### src/rtl/reg_file_mp.sv
// Multi-port register file: two write lanes, NUM_RD read ports and a per-register
// busy scoreboard. All state updates on the falling clock edge.
module reg_file_mp #(
  parameter int DATA_W    = 32,
  parameter int DEPTH     = 32,
  parameter int NUM_RD    = 2,
  parameter int ZERO_REG  = 1,
  parameter int INIT_MODE = 1,
  parameter int READ_REG  = 1,
  parameter int BYPASS    = 1,
  localparam int ADDR_W   = $clog2(DEPTH)
) (
  input  logic                     clk,
  input  logic                     rst,
  input  logic [NUM_RD*ADDR_W-1:0] r_addr,
  output logic [NUM_RD*DATA_W-1:0] r_data,
  output logic [NUM_RD-1:0]        r_busy,
  input  logic [1:0]               w_en,
  input  logic [2*ADDR_W-1:0]      w_addr,
  input  logic [2*DATA_W-1:0]      w_data,
  input  logic                     set_en,
  input  logic [ADDR_W-1:0]        set_addr,
  output logic [ADDR_W:0]          busy_cnt
);

  logic [DATA_W-1:0] regs [DEPTH];
  logic [DEPTH-1:0]  busy, busy_nxt;
  logic [ADDR_W:0]   cnt_nxt;

  logic [ADDR_W-1:0] wa [2];
  logic [DATA_W-1:0] wd [2];
  logic [ADDR_W-1:0] ra [NUM_RD];
  logic [DATA_W-1:0] rd_val [NUM_RD];
  logic [NUM_RD*DATA_W-1:0] rd_flat;
  logic [1:0]        w_ok;
  logic              set_ok;

  function automatic logic [DATA_W-1:0] init_val(input int i);
    logic [DATA_W-1:0] one;
    logic [DATA_W-1:0] v;
    one = {{(DATA_W-1){1'b0}}, 1'b1};
    // Shifting by i >= DATA_W yields zero, which is the required pattern there.
    v = (INIT_MODE == 1) ? (one << i) : '0;
    if (ZERO_REG != 0 && i == 0) v = '0;
    return v;
  endfunction

  // NOTE: every variable written in always_comb gets a default first so no latch is inferred.
  always_comb begin
    for (int k = 0; k < 2; k++) begin
      wa[k]   = w_addr[k*ADDR_W +: ADDR_W];
      wd[k]   = w_data[k*DATA_W +: DATA_W];
      w_ok[k] = w_en[k] && !(ZERO_REG != 0 && wa[k] == '0);
    end
    for (int p = 0; p < NUM_RD; p++) ra[p] = r_addr[p*ADDR_W +: ADDR_W];
    set_ok = set_en && !(ZERO_REG != 0 && set_addr == '0);
  end

  // NOTE: the array is reset because the reset pattern is architecturally visible;
  // port 1 is applied last so its non-blocking update wins on an address clash.
  always_ff @(negedge clk or posedge rst) begin
    if (rst) begin
      for (int i = 0; i < DEPTH; i++) regs[i] <= init_val(i);
    end else begin
      for (int k = 0; k < 2; k++)
        if (w_ok[k]) regs[wa[k]] <= wd[k];
    end
  end

  // Retiring writes clear, then a new issue sets, so set wins on the same address.
  always_comb begin
    busy_nxt = busy;
    for (int k = 0; k < 2; k++)
      if (w_en[k]) busy_nxt[wa[k]] = 1'b0;
    if (set_ok) busy_nxt[set_addr] = 1'b1;
    cnt_nxt = '0;
    for (int i = 0; i < DEPTH; i++) cnt_nxt = cnt_nxt + {{ADDR_W{1'b0}}, busy_nxt[i]};
  end

  // NOTE: sequential state uses non-blocking assignments only.
  always_ff @(negedge clk or posedge rst) begin
    if (rst) begin
      busy     <= '0;
      busy_cnt <= '0;
    end else begin
      busy     <= busy_nxt;
      busy_cnt <= cnt_nxt;
    end
  end

  always_comb begin
    for (int p = 0; p < NUM_RD; p++) begin
      logic hit_clr, hit_set;
      rd_val[p] = regs[ra[p]];
      hit_clr   = 1'b0;
      for (int k = 0; k < 2; k++) begin
        if (BYPASS != 0 && w_en[k] && wa[k] == ra[p]) begin
          rd_val[p] = wd[k];
          hit_clr   = 1'b1;
        end
      end
      if (ZERO_REG != 0 && ra[p] == '0) rd_val[p] = '0;
      hit_set   = set_en && set_addr == ra[p];
      r_busy[p] = busy[ra[p]] && !(hit_clr && !hit_set);
      rd_flat[p*DATA_W +: DATA_W] = rd_val[p];
    end
  end

  if (READ_REG != 0) begin : g_rd_reg
    logic [NUM_RD*DATA_W-1:0] rd_q;
    always_ff @(negedge clk or posedge rst) begin
      if (rst) rd_q <= '0;
      else     rd_q <= rd_flat;
    end
    assign r_data = rd_q;
  end else begin : g_rd_comb
    assign r_data = rd_flat;
  end

endmodule
### config.mk
export PLATFORM = sky130hd
export DESIGN_NAME = reg_file_mp
export DESIGN_NICKNAME = d
export VERILOG_FILES = /design/src/rtl/reg_file_mp.sv
export SDC_FILE = /design/constraint.sdc
export NUM_CORES = 2
export LEC_CHECK = 0
export BUFFER_PORTS_ARGS = -buffer_cell sky130_fd_sc_hd__buf_2
export CAP_MARGIN = 30
export CORE_MARGIN = 5
export CORE_UTILIZATION = 40
export DETAILED_ROUTE_END_ITERATION = 7
export GPL_TIMING_DRIVEN = 0
export SLEW_MARGIN = 20
export SYNTH_ARGS = -nofsm -noshare
export SYNTH_HDL_FRONTEND = slang
export SYNTH_SLANG_ARGS = --single-unit
### constraint.sdc
create_clock -name clk -period 50.9 [get_ports clk]
set_clock_uncertainty 0.05 [all_clocks]
set_input_delay 15.27 -clock clk [delete_from_list [all_inputs] [get_ports clk]]
set_output_delay 15.27 -clock clk [all_outputs]
set_load 0.01 [all_outputs]
======== Word level (Yosys, flattened, before mapping) ========
Index checks and enable logic that the tools add are counted.
storage, ports and cells
  logic and storage cells ................. 162
  output and inout port bits .............. 72
  register bits after elaboration ......... 1126
operators by class
  mux-type cells .......................... 37
  reductions and logical operators ........ 30
  order comparisons ....................... 14
  bitwise logic cells ..................... 9
  add/sub/neg operators ................... 31
  eq/ne operators ......................... 6
operators by type and width
  cell                                                                                 count
  1024-bit bitwise mux                                                                 2
  1024-bit two-way mux                                                                 2
  32-bit two-way mux                                                                   15
  32-bit binary-select mux with 5-bit select                                           2
  32-bit demux with 5-bit select                                                       2
  6-bit by 1-bit adder with 6-bit output                                               26
  32-bit bitwise AND                                                                   2
  32-bit NOT                                                                           2
  32-bit OR                                                                            1
  5-bit equality test                                                                  6
  5-bit by 6-bit < comparator with 1-bit output, second input constant                 5
  5-bit logical NOT                                                                    5
  6-bit greater-or-equal comparator, second input constant                             4
  5-bit NOT with 6-bit output                                                          4
  1-bit logical AND                                                                    18
  1-bit demux with 5-bit select                                                        3
  5-bit by 1-bit greater-or-equal comparator with 1-bit output, second input constant  3
  6-bit by 1-bit < comparator with 1-bit output, second input constant                 2
  1-bit binary-select mux with 5-bit select                                            2
  1-bit two-way mux                                                                    9
  1-bit logical NOT                                                                    7
  5-bit by 1-bit adder with 6-bit output                                               1
  4-bit by 1-bit adder with 5-bit output                                               1
  3-bit by 1-bit adder with 4-bit output                                               1
  2 further kinds                                                                      2

======== Longest topological paths before layout ========
  depth in word-level cells ............... 42
  mapped depth ............................ 25

==> run_results.csv <==
group,metric,value,unit
sta,rsz0062_at_grt,"false",
yosys,yosysUniqueCellTypes,75,
power,vdd_drop_max,0.114,mV
critical_path,cp.arrival,23380,ps
finish,fin_util,0.472,
yosys,ys_seq_area_frac,0.413,
yosys,synth_edf_count,0,
clocking,ctsResizeCount,0,
placement,gp_congestion,1.10,
clocking,cts_tree,"yes",
critical_path,cp_max_fo,10,
power,power,3680,uW
placement,numPortBuffers,128,
finish,drive_above_1_share,0.236,
critical_path,cp.required,25980,ps
sta,finalWorstSetupSlack,2610,ps
detailed_routing,via_per_inst,7.82,
global_routing,grt_max_degree,35,
detailed_routing,dr.pass1.iters,6,
detailed_routing,wirelength,496,mm
run,drv_cap,0,
detailed_routing,ant_nets,0,
clocking,holdBufCountCts,0,
sta,timing.hold.ws,384,ps
yosys,synthFlopType,"dfrtn_1",
finish,area_growth,17.1,%
sta,hold_viol_final,0,
detailed_routing,avgRoutedWirePerCell,54.8,um
global_routing,grt_pass1_vias,64759,
clocking,post_cts_buffers,0,
sta,setup_tns,0,ps
detailed_routing,drt_iter0_drc,13950,
die,core_area,170000,um2
finish,final_cell_mix,"dfrtn_1 (1095), nand2_1 (556), mux2i_1 (548), mux4_2 (530), a221oi_1 (508)",
die,num_io_pins,166,
die,die_w,424,um
yosys,synth_nets,6279,
global_routing,gr-total-overflow,0,
yosys,synth.avg_cell_area,11.1,um2
finish,num-nets-final,6793,
clocking,clockBufferDepth,3,
clocking,cts_sinks,1126,
power,p_leak,0.0345,uW
clocking,clk_root_buffer_cell,"clkbuf_16",
detailed_routing,drc,0,
global_routing,grt_use_total,0.537,
hold_path,holdCritPathClass,"flip-flop to flip-flop",
placement,place_hpwl,388,mm
clocking,clkSlewWorstSetupHoldPaths,50,ps
clocking,h-tree-depth,4,
sta,slew_viol_final,0,
die,die_h,424,um
yosys,ys_ff_latch,1126,
sta,tightest_slew,1230,ps
critical_path,cp-end-kind,"flip-flop",
global_routing,antenna_found_initial,58,
yosys,netlist_instances,6154,
sta,slew_headroom,0.179,
placement,dpl_worst_slack,2270,ps
clocking,clk-insertion-delay-late,830,ps
die,core.rowCount,151,
die,start_util,0.403,
critical_path,cp-start-kind,"primary input",
yosys,yosys_warnings,0,
critical_path,crit_type,"primary input to flip-flop",
status,outcome,"complete, no violations",
detailed_routing,vias,70715,
yosys,syn-cell-area,68400,um2
global_routing,grt_pass1_wl,637,mm
die,die_area,179000,um2
finish,final_common_cell,"dfrtn_1",
yosys,async_flop_share,1.00,
sta,setup_viol,0,
clocking,cts_made_buffers,143,
power,power_density,45.9,nW/um2
## state kept, by name, summed over array words and instances, names as in the netlist
| name | count |
|---|---|
| busy | 32 |
| busy_cnt | 6 |
| r_data | 64 |
| regs | 1024 |
## cells in the mapped netlist (77+ instances only)
master	instances	area, um2
a21oi_1	503	2520
a221oi_1	508	4450
a22oi_1	137	1030
buf_2	181	906
clkbuf_1	525	1970
dfrtn_1	1095	27400
inv_1	78	293
mux2i_1	549	5500
mux4_2	530	11900
nand2_1	556	2090
nand3_1	77	385
nor2_1	240	901
o21ai_0	461	2310
## kinds of logic (layout without fill, tap and decap cells)
logic type	count (synthesis)	in the layout	synth area share
adder cells (fa/ha/maj)	31	31	0.00830
other	0	44	0
buffers and inverters	929	1561	0.0604
AND/OR/NAND/NOR	1063	1063	0.0679
multiplexers	1151	1151	0.268
XOR/XNOR	33	33	0.00423
flip-flops	1126	1126	0.413
AO/OA/AOI/OAI	1821	1821	0.179
## stage by stage
step	instance area, um2	instances
4_1_cts	79400	8961
5_1_grt	80000	9014
3_5_place_dp	74500	8668
6_report	80100	9048
2_1_floorplan	68400	6154
3_3_place_gp	71800	8500
## metal layers
layer / track usage / up-vias / share of wire
li1: - / 24753 / -
met1: 0.665 / 36512 / 0.35
met2: 0.704 / 7512 / 0.38
met3: 0.249 / 1930 / 0.16
met4: 0.448 / 8 / 0.11
met5: 0.0118 / - / 0.00059
## critical path, cell delays in order
cell and delay [ps]:
buf_2 310, nand2_1 620, nor2_1 1030, nand2_1 590
clkbuf_1 610, a32o_1 480, fa_1 510, inv_1 60
fa_1 520, inv_1 50, fa_1 500, fa_1 580
inv_1 60, fa_1 500, fa_1 420, inv_1 110
ha_1 180, inv_1 70, fa_1 450, inv_1 70
a21o_1 100, a21oi_1 80, xnor2_1 160
## power by group
part	internal, uW	total [uW]	switching [uW]
combinational	539	1230	690
clock	624	1090	467
sequential	1160	1360	201
total	2320	3680	1360
## worst paths after layout
path,start,to,slack (ps),cells past startpoint
setup / recovery,w_addr[0],busy_cnt[4],2610,23
hold / removal,regs[1004],regs[1004],380,1
setup reg to reg,busy[27],busy_cnt[4],45560,18
hold reg to reg,regs[1004],regs[1004],380,1
max in group asynchronous,rst,regs[279],8170,11
min in group asynchronous,rst,regs[753],39900,2
## final cells by class
class | instances | area [um2]
diodes | 44 | 110
plain buffers | 826 | 3820
flip-flops and latches | 1126 | 28200
fillers | 15856 | 89600
clock inverters | 92 | 767
inverters | 102 | 387
multi-input cells | 4099 | 36100
well taps | 2218 | 2780
repair buffers | 339 | 3760
clock buffers | 202 | 4140
Note: power is estimated with default switching activity, not from simulation.
